--- config.mk ---
export PLATFORM = sky130hd
export DESIGN_NAME = key_mode_ctrl
export DESIGN_NICKNAME = d
export VERILOG_FILES = /design/src/rtl/key_pkg.sv /design/src/rtl/key_debounce_ch.sv /design/src/rtl/key_mode_ctrl.sv
export SDC_FILE = /design/constraint.sdc
export NUM_CORES = 1
export LEC_CHECK = 0
export CAP_MARGIN = 30
export CORE_ASPECT_RATIO = 1.2
export CORE_MARGIN = 4
export CORE_UTILIZATION = 45
export DETAILED_ROUTE_END_ITERATION = 8
export SLEW_MARGIN = 20
export SYNTH_ARGS = -nofsm -noshare
export SYNTH_HDL_FRONTEND = slang
export SYNTH_HIERARCHICAL = 1
export SYNTH_SLANG_ARGS = --single-unit
--- constraint.sdc ---
create_clock -name sys_clk -period 2.76 [get_ports sys_clk]
set_clock_uncertainty 0.05 [all_clocks]
set_input_delay 0.552 -clock sys_clk [delete_from_list [all_inputs] [get_ports sys_clk]]
set_output_delay 0.552 -clock sys_clk [all_outputs]
set_load 0.03 [all_outputs]
--- src/rtl/key_pkg.sv ---
// Shared constants and helpers for the smart-car key front end.
// Key roles, default and simulation timing, and the mode-update action type.
package key_pkg;

  localparam int KEY_INC  = 0;
  localparam int KEY_DEC  = 1;
  localparam int KEY_RST  = 2;
  localparam int KEY_LOCK = 3;

  // 20 ms debounce and 1 s long press at 50 MHz; short values for simulation
  localparam int DEF_DEBOUNCE = 1000000;
  localparam int DEF_LONG     = 50000000;
  localparam int SIM_DEBOUNCE = 4;
  localparam int SIM_LONG     = 20;

  typedef enum logic [1:0] {
    ACT_HOLD,
    ACT_INC,
    ACT_DEC,
    ACT_CLEAR
  } mode_act_e;

  function automatic int clog2(input int value);
    int w;
    w = 0;
    for (int i = 0; i < 32; i++) begin
      if ((64'd1 << i) < 64'(value)) w = i + 1;
    end
    return w;
  endfunction

endpackage

--- src/rtl/key_debounce_ch.sv ---
// One push-button channel: 2-flop synchroniser, counter debouncer,
// and press / release / long-press single-cycle event pulses.
module key_debounce_ch
  import key_pkg::*;
#(
  parameter int DEBOUNCE_CYC = DEF_DEBOUNCE,
  parameter int LONG_CYC     = DEF_LONG
) (
  input  logic clk,
  input  logic rst,
  input  logic key_n,
  output logic level,
  output logic press_pulse,
  output logic release_pulse,
  output logic long_pulse
);

  localparam int CW = (DEBOUNCE_CYC > 1) ? clog2(DEBOUNCE_CYC) : 1;
  localparam int HW = clog2(LONG_CYC + 1);
  localparam logic [CW-1:0] CNT_LAST  = CW'(DEBOUNCE_CYC - 1);
  localparam logic [HW-1:0] HOLD_MAX  = HW'(LONG_CYC);
  localparam logic [HW-1:0] HOLD_LAST = HW'(LONG_CYC - 1);

  logic [1:0]    sync_q;
  logic          sync;
  logic [CW-1:0] cnt;
  logic [HW-1:0] hcnt;

  // Presets to 1 so a reset looks like a released button
  always_ff @(posedge clk or posedge rst) begin
    if (rst) sync_q <= 2'b11;
    else     sync_q <= {sync_q[0], key_n};
  end

  assign sync = ~sync_q[1];

  always_ff @(posedge clk or posedge rst) begin
    if (rst) begin
      cnt           <= '0;
      level         <= 1'b0;
      press_pulse   <= 1'b0;
      release_pulse <= 1'b0;
    end else begin
      press_pulse   <= 1'b0;
      release_pulse <= 1'b0;
      if (sync == level) begin
        cnt <= '0;
      end else if (cnt == CNT_LAST) begin
        cnt           <= '0;
        level         <= sync;
        press_pulse   <= sync;
        release_pulse <= ~sync;
      end else begin
        cnt <= cnt + CW'(1);
      end
    end
  end

  // Saturating hold counter gives exactly one long pulse per press
  always_ff @(posedge clk or posedge rst) begin
    if (rst) begin
      hcnt       <= '0;
      long_pulse <= 1'b0;
    end else begin
      long_pulse <= 1'b0;
      if (!level) begin
        hcnt <= '0;
      end else if (hcnt != HOLD_MAX) begin
        hcnt       <= hcnt + HW'(1);
        long_pulse <= (hcnt == HOLD_LAST);
      end
    end
  end

endmodule

--- src/rtl/key_mode_ctrl.sv ---
// N-channel key front end with the car's operating-mode register.
// Keys 0..3 drive increment, decrement, long-press clear and lock toggle.
module key_mode_ctrl
  import key_pkg::*;
#(
  parameter  int N_KEYS       = 4,
  parameter  int DEBOUNCE_CYC = DEF_DEBOUNCE,
  parameter  int LONG_CYC     = DEF_LONG,
  parameter  int N_MODES      = 4,
  localparam int MODE_W       = clog2(N_MODES)
) (
  input  logic              sys_clk,
  input  logic              sys_rst,
  input  logic [N_KEYS-1:0] key_n,
  output logic [N_KEYS-1:0] key_level,
  output logic [N_KEYS-1:0] press_pulse,
  output logic [N_KEYS-1:0] release_pulse,
  output logic [N_KEYS-1:0] long_pulse,
  output logic [MODE_W-1:0] sel_type,
  output logic              mode_lock,
  output logic              mode_change
);

  localparam logic [MODE_W-1:0] SEL_LAST = MODE_W'(N_MODES - 1);

  logic [MODE_W-1:0] sel_q, sel_d;
  logic              lock_q, lock_d;
  logic              chg_q, chg_d;
  mode_act_e         act;

  for (genvar i = 0; i < N_KEYS; i++) begin : g_ch
    key_debounce_ch #(
      .DEBOUNCE_CYC(DEBOUNCE_CYC),
      .LONG_CYC    (LONG_CYC)
    ) u_ch (
      .clk          (sys_clk),
      .rst          (sys_rst),
      .key_n        (key_n[i]),
      .level        (key_level[i]),
      .press_pulse  (press_pulse[i]),
      .release_pulse(release_pulse[i]),
      .long_pulse   (long_pulse[i])
    );
  end

  always_ff @(posedge sys_clk or posedge sys_rst) begin
    if (sys_rst) begin
      sel_q  <= '0;
      lock_q <= 1'b0;
      chg_q  <= 1'b0;
    end else begin
      sel_q  <= sel_d;
      lock_q <= lock_d;
      chg_q  <= chg_d;
    end
  end

  // Clear beats inc/dec; the lock toggle always uses the pre-update lock value
  always_comb begin
    act = ACT_HOLD;
    if (long_pulse[KEY_RST])
      act = ACT_CLEAR;
    else if (!lock_q && press_pulse[KEY_INC] && !press_pulse[KEY_DEC])
      act = ACT_INC;
    else if (!lock_q && press_pulse[KEY_DEC] && !press_pulse[KEY_INC])
      act = ACT_DEC;

    lock_d = lock_q ^ press_pulse[KEY_LOCK];

    sel_d = sel_q;
    case (act)
      ACT_CLEAR: sel_d = '0;
      ACT_INC:   sel_d = (sel_q == SEL_LAST) ? '0 : sel_q + MODE_W'(1);
      ACT_DEC:   sel_d = (sel_q == '0) ? SEL_LAST : sel_q - MODE_W'(1);
      default:   sel_d = sel_q;
    endcase

    chg_d = (sel_d != sel_q);
  end

  always_comb begin
    sel_type    = sel_q;
    mode_lock   = lock_q;
    mode_change = chg_q;
  end

endmodule
# Word level (Yosys, flattened, before mapping)
# Index checks and enable logic that the tools add are counted.
# word_totals
elab_cells,133
reg_bits,212
output_inout_bits,20
in_bits,6
# classes
n_eq_ne,25
bitwise,9
muxes,46
reduce_logical,12
add_sub_neg,10
# ops
op,n
26-bit two-way mux,8
20-bit two-way mux,8
"26-bit by 1-bit adder with 26-bit output, second input constant",4
"26-bit equality test, second input constant",4
"26-bit != test, second input constant",4
"20-bit by 1-bit adder with 20-bit output, second input constant",4
"20-bit equality test, second input constant",4
1-bit two-way mux,24
2-bit two-way mux,5
"2-bit != test, second input constant",4
1-bit NOT,8
2-bit AND reduction,4
"2-bit equality test, second input constant",3
2-bit case mux with 3 select lines,1
1-bit equality test,4
1-bit logical AND,4
1-bit logical NOT,3
"2-bit by 1-bit adder with 2-bit output, second input constant",1
"2-bit by 1-bit equality test with 1-bit output, second input constant",1
2-bit logical NOT,1
2-bit != test,1
"2-bit by 1-bit subtractor with 2-bit output, second input constant",1
1-bit bitwise XOR,1

# Depth between registers and ports, before layout
# depth
depth_word,9
mapped_depth,7
ltp_nobuf,6

# By module
# Netlist, hierarchy kept.
# modules_own_cells
mod,area_per_inst_um2,cells_per_inst,seq_area_each_um2,n_inst
key_debounce_ch at g_ch[0].u_ch ...,2633.8,276,1303.8,3
key_debounce_ch at g_ch[1].u_ch,2593.7,272,1303.8,1
key_mode_ctrl,307.8,32,100.1,1

# Worst setup path before layout
# OpenSTA, ideal clock, no wires.
# synth_timing
path_type,reg2reg
startpoint,register g_ch[0].u_ch.hcnt[8]
endpoint,register g_ch[0].u_ch.hcnt[1]
path_stages_with_launch,6
setup_ps,78
required_ps,2632
synth_period_minus_slack_ps,2068
arrival_ps,1941
n_path_buf,1
path_slack_ps,692
path_cell_list,dfrtp_1 or4b_1 or3_1 clkbuf_2 or4_1 a21oi_1
# synth_via
elab_chain_len,2
# synth_lines
item,line,source
from (decl),key_debounce_ch.sv:27,logic [HW-1:0] hcnt;
from (signal assigned),key_debounce_ch.sv:69,hcnt <= hcnt + HW'(1);
26-bit != test,key_debounce_ch.sv:68,end else if (hcnt != HOLD_MAX) begin
2-bit != test (no source line),--,
# No other way between the ends.
# A chain may end at the register's enable or synchronous reset.

# Final worst setup path
# layout_timing
startpoint,register g_ch[2].u_ch.long_pulse
endpoint,output port long_pulse[2]
# layout_lines
item,line,source
from (decl),key_debounce_ch.sv:15,output logic long_pulse
from (signal assigned),key_debounce_ch.sv:70,long_pulse <= (hcnt == HOLD_LAST);
to (decl),key_mode_ctrl.sv:18,"output logic [N_KEYS-1:0] long_pulse,"
# No word-level cell between the ends.

==> flow_summary.ini <==
[setup_path]
cp.depth = 1
cp_num_buf_inv = 1
cp_slowest_stage_delay_ns = 0.75
cp_cell_sequence = clkdlybuf4s50_1
required_ns = 2.16
crit_type = reg2out
crit_slowest_cell = clkdlybuf4s50_1
worst-path-max-fanout = 9
worst-r2r-setup-slack_ns = 0.56
critPathArrivalTime_ns = 1.86
worstSetupEndpointType = output port
worst_r2r_path_depth = 5
startpoint_type = flip-flop
critical-path-top-delay-family = buffers and inverters

[floorplanning]
dieHeight_um = 177.7
dieWidth_um = 149.4
initial_core_util_pct = 46.10
core_area_um2 = 23430
die_area_um2 = 26560
rows = 61
ios = 26

[yosys]
synth_fp_nets = 1152
synth_top_area_share_pct = 47.26
seq_area_frac_synth_pct = 49.20
synth_area_leaders = dfrtp_1 (47%), nand2_1 (3.8%), xor2_1 (3.7%)
yosys_warnings = 6
synthTopCellsByCount = dfrtp_1 (204), nand2_1 (108), nor2_1 (105)
synth_top_flop_cell = dfrtp_1
ys_ff_latch = 212
yosysTopAreaCell = dfrtp_1
yosysMostFrequentCell = dfrtp_1
synth_cells = 1132
synth_cell_types = 54
syn-cell-area_um2 = 10800
ys_async_sr_fraction_pct = 100.0
synth_edf_count = 0
avgSynthCellArea_um2 = 9.543

[route]
detail-route-antenna-nets = 0
wl_per_cell_um = 14.58
firstDrtPassIters = 4
drc = 0
detail_route.iter0.violations = 452
routed_wl_um = 21600
avgViaCountPerCell = 5.564
vias = 8241

[final_layout]
final_layout_size_suffix_gt1_share_pct = 7.976
final_area_um2 = 12240
diodes = 0
regArea_um2 = 5315
nFillCells = 2171
layout.nets = 1169
multiInputGateArea_um2 = 5110
final_core_util_pct = 52.25
area_growth_pct = 13.33

[sta]
hold_slack_ns = 0.3060
slew_headroom_pct = 62.28
setup_tns_ns = 0
finalHoldViolCount = 0
post-route-period-util_pct = 89.21
drv_slew = 0
worst_pin_slew_ns = 0.5641
rsz0062_at_grt = no
fin_crit_ns = 2.462
fmax_ghz = 0.4061
setup_viol = 0

[worst_hold_path]
hold_class = reg2reg
hold_depth = 0

[pwr]
p_leak_nw = 4.637
power_density_nw_per_um2 = 544.2
vdd.ir_drop.worst_v = 0.0004573
power_mw = 6.662

[cts]
post_cts_buffers = 0
hold_buffers = 0
cts_tree = built
cts_root_buffer = clkbuf_16
clk_latency_ns = 0.51
clk_pin_slew_worst_paths_ns = 0.06
cts_resized = 0
htree_levels = 1
clock_path_buffers = 3
cts.sinks = 212
cts_buffers = 23

[grt]
first_global_vias = 8071
grt-ovfl-total = 0
grt_max_degree = 53
grt_usage_pct = 16.75
antenna_found_initial = 0
grt_pass1_wl_um = 38110

[place]
port_buffers = 25
place_area_um2 = 11400
gp_routability_congestion = 0.7808
hpwl_um = 14450

[outcome]
outcome = completed

[job]
max_cap_viol_count = 0
stage by stage:
stage / setup slack, ns / instances
final: 0.2978 / 1481
after global routing: 0.2191 / 1481
after CTS: 0.2662 / 1481
after detailed placement: 0.5556 / 1439
after global placement: 0.6252 / 1439
after floorplan: 0.6917 / 1132
power by group:
group / total [mW] / internal (mW) / switching, mW
Clock: 3.37 / 2.09 / 1.28
Combinational: 0.138 / 0.0408 / 0.0969
Sequential: 3.15 / 3.13 / 0.0202
layout make-up:
class | instances | share of cell area [%]
clock buffers | 27 | 5.069
clock inverters | 15 | 1.809
inverters | 39 | 1.196
multi-input cells | 830 | 41.74
flip-flops and latches | 212 | 43.41
well taps | 315 | 3.219
repair buffers | 43 | 3.556
per-layer routing:
layer	global-route usage, %	vias up	part of all wire, %
met4	4.731	0	1.9
met2	28.28	79	49
met3	2.427	31	2.7
met5	0	-	0
met1	22.57	4003	47
li1	-	4128	-
sequential cells by signal, summed over array words and instances (netlist names):
| name | flops |
|---|---|
| g_ch.u_ch/hcnt | 104 |
| mode_lock | 1 |
| g_ch.u_ch/press_pulse | 4 |
| g_ch.u_ch/sync_q | 8 |
| g_ch.u_ch/cnt | 80 |
| g_ch.u_ch/long_pulse | 4 |
| mode_change | 1 |
| g_ch.u_ch/release_pulse | 4 |
| sel_type | 2 |
| g_ch.u_ch/level | 4 |
cells in the final DEF (no fill, tap or decap), types with 8 or more instances in the layout:
cell,n
nand2_1,108
nand2b_1,23
or4_1,38
nand4_1,46
nand3_1,55
o31ai_1,27
dfstp_2,8
and4_1,20
nor3_1,30
or3_1,32
buf_4,14
nand4b_1,8
dfrtp_1,204
clkdlybuf4s50_1,25
ha_1,14
inv_1,34
o21ai_0,35
nor4_1,26
clkbuf_16,23
nor2_1,105
xor2_1,46
o311ai_0,9
and2_1,9
and3_1,18
mux2i_1,16
a21oi_1,70
xnor2_1,43
cells by family (layout without fill, tap and decap cells):
family | count (synthesis) | after routing | share of synthesized area [%]
buffers and inverters | 90 | 124 | 3.498
and+or+nand+nor | 542 | 542 | 27.13
adders and majority gates | 14 | 14 | 1.622
DFF | 212 | 212 | 49.20
xor gates and xnor gates | 89 | 89 | 7.216
AOI/OAI and AO/OA | 169 | 169 | 9.857
muxes | 16 | 16 | 1.482
path summary, 6_finish.rpt:
check / startpoint / to
worst min register to register: g_ch[1].u_ch/sync_q[0] / g_ch[1].u_ch/sync_q[1]
worst max-delay path: g_ch[2].u_ch/long_pulse / long_pulse[2]
worst min-delay path: g_ch[1].u_ch/sync_q[0] / g_ch[1].u_ch/sync_q[1]
min in group asynchronous: sys_rst / sel_type[1]
worst max register to register: g_ch[1].u_ch/cnt[0] / g_ch[1].u_ch/cnt[18]
max in group asynchronous: sys_rst / g_ch[0].u_ch/sync_q[1]
Power figures use the tool's default switching activity.
